File: config.mk
export PLATFORM = sky130hd
export DESIGN_NAME = seq_divider
export DESIGN_NICKNAME = d
export VERILOG_FILES = /design/src/rtl/seq_divider_pkg.sv /design/src/rtl/seq_div_step.sv /design/src/rtl/seq_divider.sv
export SDC_FILE = /design/constraint.sdc
export NUM_CORES = 1
export LEC_CHECK = 0
export BUFFER_PORTS_ARGS = -buffer_cell sky130_fd_sc_hd__buf_4
export CORE_ASPECT_RATIO = 0.9
export CORE_MARGIN = 2
export CORE_UTILIZATION = 35
export DETAILED_ROUTE_END_ITERATION = 10
export HOLD_SLACK_MARGIN = 0.02
export PLACE_DENSITY = 0.56
export SYNTH_ARGS = -nofsm -noshare
export SYNTH_HDL_FRONTEND = slang
export SYNTH_SLANG_ARGS = --single-unit
File: constraint.sdc
create_clock -name clk -period 4.05 [get_ports clk]
set_clock_uncertainty 0.1 [all_clocks]
set_input_delay 0.6075 -clock clk [delete_from_list [all_inputs] [get_ports clk]]
set_output_delay 0.6075 -clock clk [all_outputs]
set_load 0.01 [all_outputs]
File: src/rtl/seq_divider_pkg.sv
// rtl/seq_divider_pkg.sv - shared state encoding and default width for seq_divider
package seq_divider_pkg;

  localparam int DEFAULT_WIDTH = 4;

  typedef enum logic [1:0] {
    IDLE = 2'd0,
    CALC = 2'd1,
    DONE = 2'd2
  } state_t;

endpackage

File: src/rtl/seq_div_step.sv
// rtl/seq_div_step.sv - one combinational restoring-division iteration
module seq_div_step #(
  parameter int WIDTH = 4
) (
  input  logic [WIDTH:0]   p,
  input  logic             dividend_bit,
  input  logic [WIDTH-1:0] divisor,
  output logic [WIDTH:0]   p_next,
  output logic             q_bit
);

  logic [WIDTH:0] trial;

  // A set top bit of P would push the shifted value past any divisor,
  // so it forces a subtract even though the truncated trial looks small.
  always_comb begin
    trial = {p[WIDTH-1:0], dividend_bit};
    if (p[WIDTH] || (trial >= {1'b0, divisor})) begin
      p_next = trial - {1'b0, divisor};
      q_bit  = 1'b1;
    end else begin
      p_next = trial;
      q_bit  = 1'b0;
    end
  end

endmodule

File: src/rtl/seq_divider.sv
// rtl/seq_divider.sv - sequential restoring divider; SEQ_DIVIDER_SIGNED_EN selects two's complement operands
module seq_divider
  import seq_divider_pkg::*;
#(
  parameter int WIDTH = DEFAULT_WIDTH
) (
  input  logic             clk,
  input  logic             rstn,
  input  logic             in_valid,
  output logic             in_ready,
  input  logic [WIDTH-1:0] dividend,
  input  logic [WIDTH-1:0] divisor,
  output logic             out_valid,
  input  logic             out_ready,
  output logic [WIDTH-1:0] quotient,
  output logic [WIDTH-1:0] remainder,
  output logic             div_by_zero
);

  localparam int CW = $clog2(WIDTH);
  localparam logic [CW-1:0] LAST = CW'(WIDTH - 1);

  state_t         state, state_next;
  logic [CW-1:0]  cnt;
  logic [WIDTH-1:0] dvd;
  logic [WIDTH-1:0] dvs;
  logic [WIDTH:0]   p;
  logic [WIDTH:0]   p_next;
  logic             q_bit;
  logic [WIDTH-1:0] a_mag, b_mag;
  logic [WIDTH-1:0] q_final, r_final;

`ifdef SEQ_DIVIDER_SIGNED_EN
  logic q_neg, r_neg;
  assign a_mag = dividend[WIDTH-1] ? -dividend : dividend;
  assign b_mag = divisor[WIDTH-1]  ? -divisor  : divisor;
`else
  assign a_mag = dividend;
  assign b_mag = divisor;
`endif

  // dvd doubles as the quotient accumulator: dividend bits leave at the top
  // while quotient bits enter at the bottom.
  assign q_final = {dvd[WIDTH-2:0], q_bit};
  assign r_final = p_next[WIDTH-1:0];

  seq_div_step #(.WIDTH(WIDTH)) u_step (
    .p            (p),
    .dividend_bit (dvd[WIDTH-1]),
    .divisor      (dvs),
    .p_next       (p_next),
    .q_bit        (q_bit)
  );

  assign in_ready  = (state == IDLE);
  assign out_valid = (state == DONE);

  always_ff @(posedge clk or negedge rstn) begin
    if (!rstn) state <= IDLE;
    else       state <= state_next;
  end

  always_comb begin
    state_next = state;
    case (state)
      IDLE:    if (in_valid) state_next = (divisor == '0) ? DONE : CALC;
      CALC:    if (cnt == LAST) state_next = DONE;
      DONE:    if (out_ready) state_next = IDLE;
      default: state_next = IDLE;
    endcase
  end

  always_ff @(posedge clk or negedge rstn) begin
    if (!rstn) begin
      cnt         <= '0;
      dvd         <= '0;
      dvs         <= '0;
      p           <= '0;
      quotient    <= '0;
      remainder   <= '0;
      div_by_zero <= 1'b0;
`ifdef SEQ_DIVIDER_SIGNED_EN
      q_neg       <= 1'b0;
      r_neg       <= 1'b0;
`endif
    end else begin
      case (state)
        IDLE: begin
          if (in_valid) begin
            cnt         <= '0;
            p           <= '0;
            dvd         <= a_mag;
            dvs         <= b_mag;
            div_by_zero <= (divisor == '0);
`ifdef SEQ_DIVIDER_SIGNED_EN
            q_neg       <= dividend[WIDTH-1] ^ divisor[WIDTH-1];
            r_neg       <= dividend[WIDTH-1];
`endif
            if (divisor == '0) begin
              quotient  <= '1;
              remainder <= dividend;
            end
          end
        end
        CALC: begin
          p   <= p_next;
          dvd <= q_final;
          cnt <= cnt + 1'b1;
          if (cnt == LAST) begin
`ifdef SEQ_DIVIDER_SIGNED_EN
            quotient  <= q_neg ? -q_final : q_final;
            remainder <= r_neg ? -r_final : r_final;
`else
            quotient  <= q_final;
            remainder <= r_final;
`endif
          end
        end
        default: ;
      endcase
    end
  end

endmodule

# Word level (Yosys, flattened, before mapping)
# Index checks and enable logic that the tools add are counted.
# classes
addsub,2
n_lt_le_gt_ge,1
n_eq_ne,7
n_mux,21
n_reduce_logical,8
# op_table
cell,n
4-bit two-way mux,7
4-bit one-hot mux with 2 select lines,3
2-bit two-way mux,5
5-bit two-way mux,2
5-bit one-hot mux with 2 select lines,1
2-bit one-hot mux with 3 select lines,1
5-bit by 4-bit >= comparator with 1-bit output,1
5-bit by 4-bit subtractor with 5-bit output,1
2-bit == test (second input constant),2
4-bit zero test,1
2-bit by 1-bit inequality test with 1-bit output (second input constant),2
2-bit inequality test (second input constant),2
2-bit one-hot mux with 2 select lines,1
2-bit AND reduction,2
4-bit AND reduction,1
3-bit AND reduction,1
2-bit by 1-bit adder with 2-bit output (second input constant),1
2-bit by 1-bit == test with 1-bit output (second input constant),1
2-bit zero test,1
2-bit nonzero test,1
1-bit logical OR,1
1-bit two-way mux,1
# word_totals
register_bits,26
inputBits,12
out_inout_bits,11
wordCells,47

# Logic depth before layout (Yosys ltp)
# logic_depth
ltp_word,5
depth_mapped,8
ltp_nobuf,8

# By module
# A second synthesis with hierarchy kept.
# hier_totals
hier_cells,128
hier_area_um2,1422.6
# by_module_without_submodules
module,instances,cells_each,area_per_inst_um2,seq_area_each_um2
seq_divider,1,94,1129.8,650.6
seq_div_step,1,34,292.8,0.0

# Worst setup path after synthesis
# OpenSTA, ideal clock, no wires.
# synth_path
kind,reg-to-reg
startpoint,register dvs[1]
endpoint,register remainder[0]
setup_time_ps,126
arrival_time_ps,1655
required_time_ps,3824
path_slack_ps,2169
stages_incl_launch_ff,8
path_buffers,0
period_less_slack_ps,1881
cell_sequence,dfrtp_1 -> inv_1 -> ha_1 -> nor2b_1 -> o31a_1 -> nor2_4 -> nor3_1 -> o32a_1
# synth_via
elab_chain_len,5
# synth_lines
item,line_no,text
start: declaration,seq_divider.sv:26,logic [WIDTH-1:0] dvs;
start signal: assignment,seq_divider.sv:93,dvs <= b_mag;
5-bit by 4-bit >= comparator with 1-bit output,seq_div_step.sv:18,"if (p[WIDTH] || (trial >= {1'b0, divisor})) begin"
1-bit logical OR,seq_div_step.sv:18,
5-bit two-way mux,seq_div_step.sv:18,
4-bit two-way mux,seq_divider.sv:109,if (cnt == LAST) begin
4-bit one-hot mux with 2 select lines,seq_divider.sv:87,case (state)
end signal: assignment,seq_divider.sv:101,remainder <= dividend;
end signal: assignment,seq_divider.sv:115,remainder <= r_final;
end: declaration,seq_divider.sv:16,"output logic [WIDTH-1:0] remainder,"
# Every way passes these cells. The select of a mux whose other input is x is not followed.
# A chain may end at the register's enable or synchronous reset.

# Worst setup path after layout
# Same ends and word-level chain as after synthesis.

==> impl_metrics.py <==
metrics = {
    "hold_path": {
        "hp-class": "primary input to async pin",
    },
    "placed_design": {
        "port_buffers": 22,
        "place_ws_ns": 1.92,
        "hpwl_um": 2210,
        "gp_congestion": 0.814,
    },
    "timing": {
        "fin_setup_tns_ns": 0,
        "fmax_ghz": 0.489,
        "slew_viol_final": 0,
        "max_slew_margin_pct": 52.1,
        "hold_violations": 0,
        "setup_viol_count_final": 0,
        "rsz0062_at_grt": "no",
        "fin_crit_sh_pct": 50.5,
        "fin_crit_ns": 2.04,
        "setup_ws_ns": 2.01,
        "tightestPinTransition_ns": 0.713,
    },
    "worst_setup_path": {
        "start_kind": "flop",
        "endpoint_kind": "flop",
        "worstPathRequired_ns": 4.11,
        "max_stage_delay_ns": 0.39,
        "worst-endpoint-arrival_ns": 2.11,
        "worstSetupPathType": "flop to flop",
        "ff2ff_path_depth": 7,
        "slowest_stage": "dfrtp_1",
        "cp_max_fo": 7,
        "cp_cell_sequence": "inv_1 -> ha_1 -> nor2b_1 -> o31a_1 -> nor2_4 -> nor3_1 -> o32a_1",
    },
    "yosys": {
        "yosysSeqAreaShare_pct": 47.6,
        "synth_common_cells": "dfrtp_1, nand2_1, o21ai_0",
        "syn_inst": 138,
        "ys_async_sr_fraction_pct": 100,
        "yosysWarnings": 0,
        "synth_cell_type_count": 42,
        "synth_most_common_cell": "dfrtp_1",
        "syn_avg_cell_area_sq_um": 9.91,
        "ys_ff_latch": 26,
        "synthTopCellsByArea": "dfrtp_1, ha_1, o21ai_0",
        "synth_nets": 156,
        "synth_top_area_share_pct": 47.6,
        "synth_area_leader_cell": "dfrtp_1",
        "synth_edf_count": 0,
        "syn-cell-area_sq_um": 1370,
        "synthFlopType": "dfrtp_1",
    },
    "clock_tree": {
        "cts_tree": "built",
        "post_cts_buffers": 0,
        "cts_resized": 0,
        "clk_pin_slew_ns": 0.09,
        "cts-htree-levels": 1,
        "cts_buffers": 3,
        "cts_hold_buf": 0,
        "cts_root_buf": "clkbuf_8",
        "clock_path_buffers": 2,
        "clk_latency_ns": 0.28,
        "cts_sinks": 26,
    },
    "die": {
        "die_w_um": 69.9,
        "core_sq_um": 3730,
        "num_rows": 21,
        "io_pins": 23,
        "die_area_sq_um": 4420,
        "start_util_pct": 36.7,
        "dieHeight_um": 63.3,
    },
    "status": {
        "outcome": "finished clean",
    },
    "detailed_routing": {
        "viasPerCell": 5.25,
        "drc": 0,
        "wl_per_cell_um": 14.4,
        "routed_wirelength_um": 2960,
        "num_vias": 1077,
        "drt_iter0_markers": 77,
        "drt_pass1_iterations": 4,
        "ant_nets": 0,
    },
    "final_layout": {
        "drive_gt1_share_pct": 20.8,
        "area_delta_synth_final_pct": 18.1,
        "num-fill-cells": 374,
        "multi_input_comb_area_sq_um": 638,
        "ff_latch_area_sq_um": 651,
        "final_nets": 178,
        "diodes": 0,
    },
    "grt": {
        "overflow": 0,
        "first_global_vias": 1018,
        "antenna_found_initial": 0,
        "grt_pass1_wl_um": 5120,
        "grt_max_degree": 27,
        "grt_use_total_pct": 14.8,
    },
    "flow_run": {
        "maxCapViolCount": 0,
    },
    "pwr": {
        "p_leak_nw": 0.733,
        "vdd_drop_max_mv": 0.446,
        "power_density_nw_per_um2": 858,
    },
}
## stage by stage
step	area, sq um	total power, mW	cells	util, %	hold slack [ns]
2_1_floorplan	1370	1.00	138	-	0.212
3_3_place_gp	1560	1.21	201	41.8	0.384
3_5_place_dp	1560	1.23	201	41.8	0.386
4_1_cts	1620	1.39	205	43.3	0.135
5_1_grt	1620	1.52	205	43.3	0.134
6_report	1620	1.39	205	43.3	0.120
## report_power, final
part	total, mW	internal, mW	switching, mW
clock	0.169	0.0871	0.0821
combinational	0.726	0.332	0.394
sequential	0.491	0.385	0.106
## layer usage
layer  vias up  track usage (%)  wire length, um
met3         4             4.48              153
li1        531                -                -
met4         0             5.53               48
met2        27             19.2             1220
met1       515             22.7             1530
met5         -                0                0
## layout by cell type, fill, tap and decap left out
master	synthesis	layout
o21ai_1	1	1
nand2b_1	1	1
dfrtp_1	26	26
a21oi_1	1	1
nor4_4	1	1
a211o_1	1	1
nor2_4	1	1
mux2i_1	1	1
nor2b_1	6	6
o31a_1	1	1
or3_1	2	2
a41oi_1	1	1
fa_1	1	1
nor2_1	11	11
nand3_1	2	2
o32a_1	1	1
inv_1	11	11
a21oi_4	1	1
o21ai_0	12	12
a2bb2oi_1	3	3
nor4_1	1	1
nand3b_2	1	1
a32oi_1	1	1
buf_4	1	23
o41ai_1	1	1
and2_0	1	1
nor3_1	3	3
a22o_1	1	1
nand4_1	1	1
a22oi_1	3	3
nand2_1	15	15
o21a_1	1	1
a21o_1	2	2
mux2_2	2	2
a211oi_1	1	1
ha_1	5	5
a31oi_1	6	6
nor4b_1	1	1
clkbuf_8	0	4
nor3b_1	1	1
## area by class of cell
type,count,area share (%)
Sequential cell,26,40.3
Inverter,11,2.56
Timing Repair Buffer,23,10.7
Clock buffer,4,3.41
Multi-Input combinational cell,95,39.5
Tap cell,46,3.56
## registers in the layout, indices dropped and copies added, names as in the netlist
register / flops
cnt: 2
p: 5
remainder: 4
dvs: 4
quotient: 4
state: 2
dvd: 4
div_by_zero: 1
## cell families (layout without fill, tap and decap cells)
family / count (synthesis) / after routing / share of synthesized area, %
adder cells (fa/ha/maj): 6 / 6 / 6.04
multiplexers: 3 / 3 / 2.38
AO/OA/AOI/OAI: 38 / 38 / 19.4
flip-flops: 26 / 26 / 47.6
buffers and inverters: 17 / 38 / 5.76
AND/OR/NAND/NOR: 48 / 48 / 18.8
## path summary, 6_finish.rpt
kind                               startpoint                        to  slack [ns]
max in group asynchronous                rstn      state[0]$_DFFE_PN0P_        3.47
setup / recovery           dvs[1]$_DFFE_PN0P_  remainder[0]$_DFFE_PN0P_        2.01
hold reg to reg            cnt[0]$_DFFE_PN0P_        cnt[0]$_DFFE_PN0P_        0.41
hold / removal                           rstn          p[3]$_DFFE_PN0P_        0.12
min in group clk           cnt[0]$_DFFE_PN0P_        cnt[0]$_DFFE_PN0P_        0.41
setup reg to reg           dvs[1]$_DFFE_PN0P_  remainder[0]$_DFFE_PN0P_        2.01
## critical path, delay by kind of cell (launching register included)
family | cells | cell delay, ns
buf+inv | 1 | 0.08
flops | 1 | 0.39
fa+ha+maj | 1 | 0.31
compound gates | 2 | 0.64
simple gates | 3 | 0.43
No activity file was read; power rests on OpenSTA's default activity.
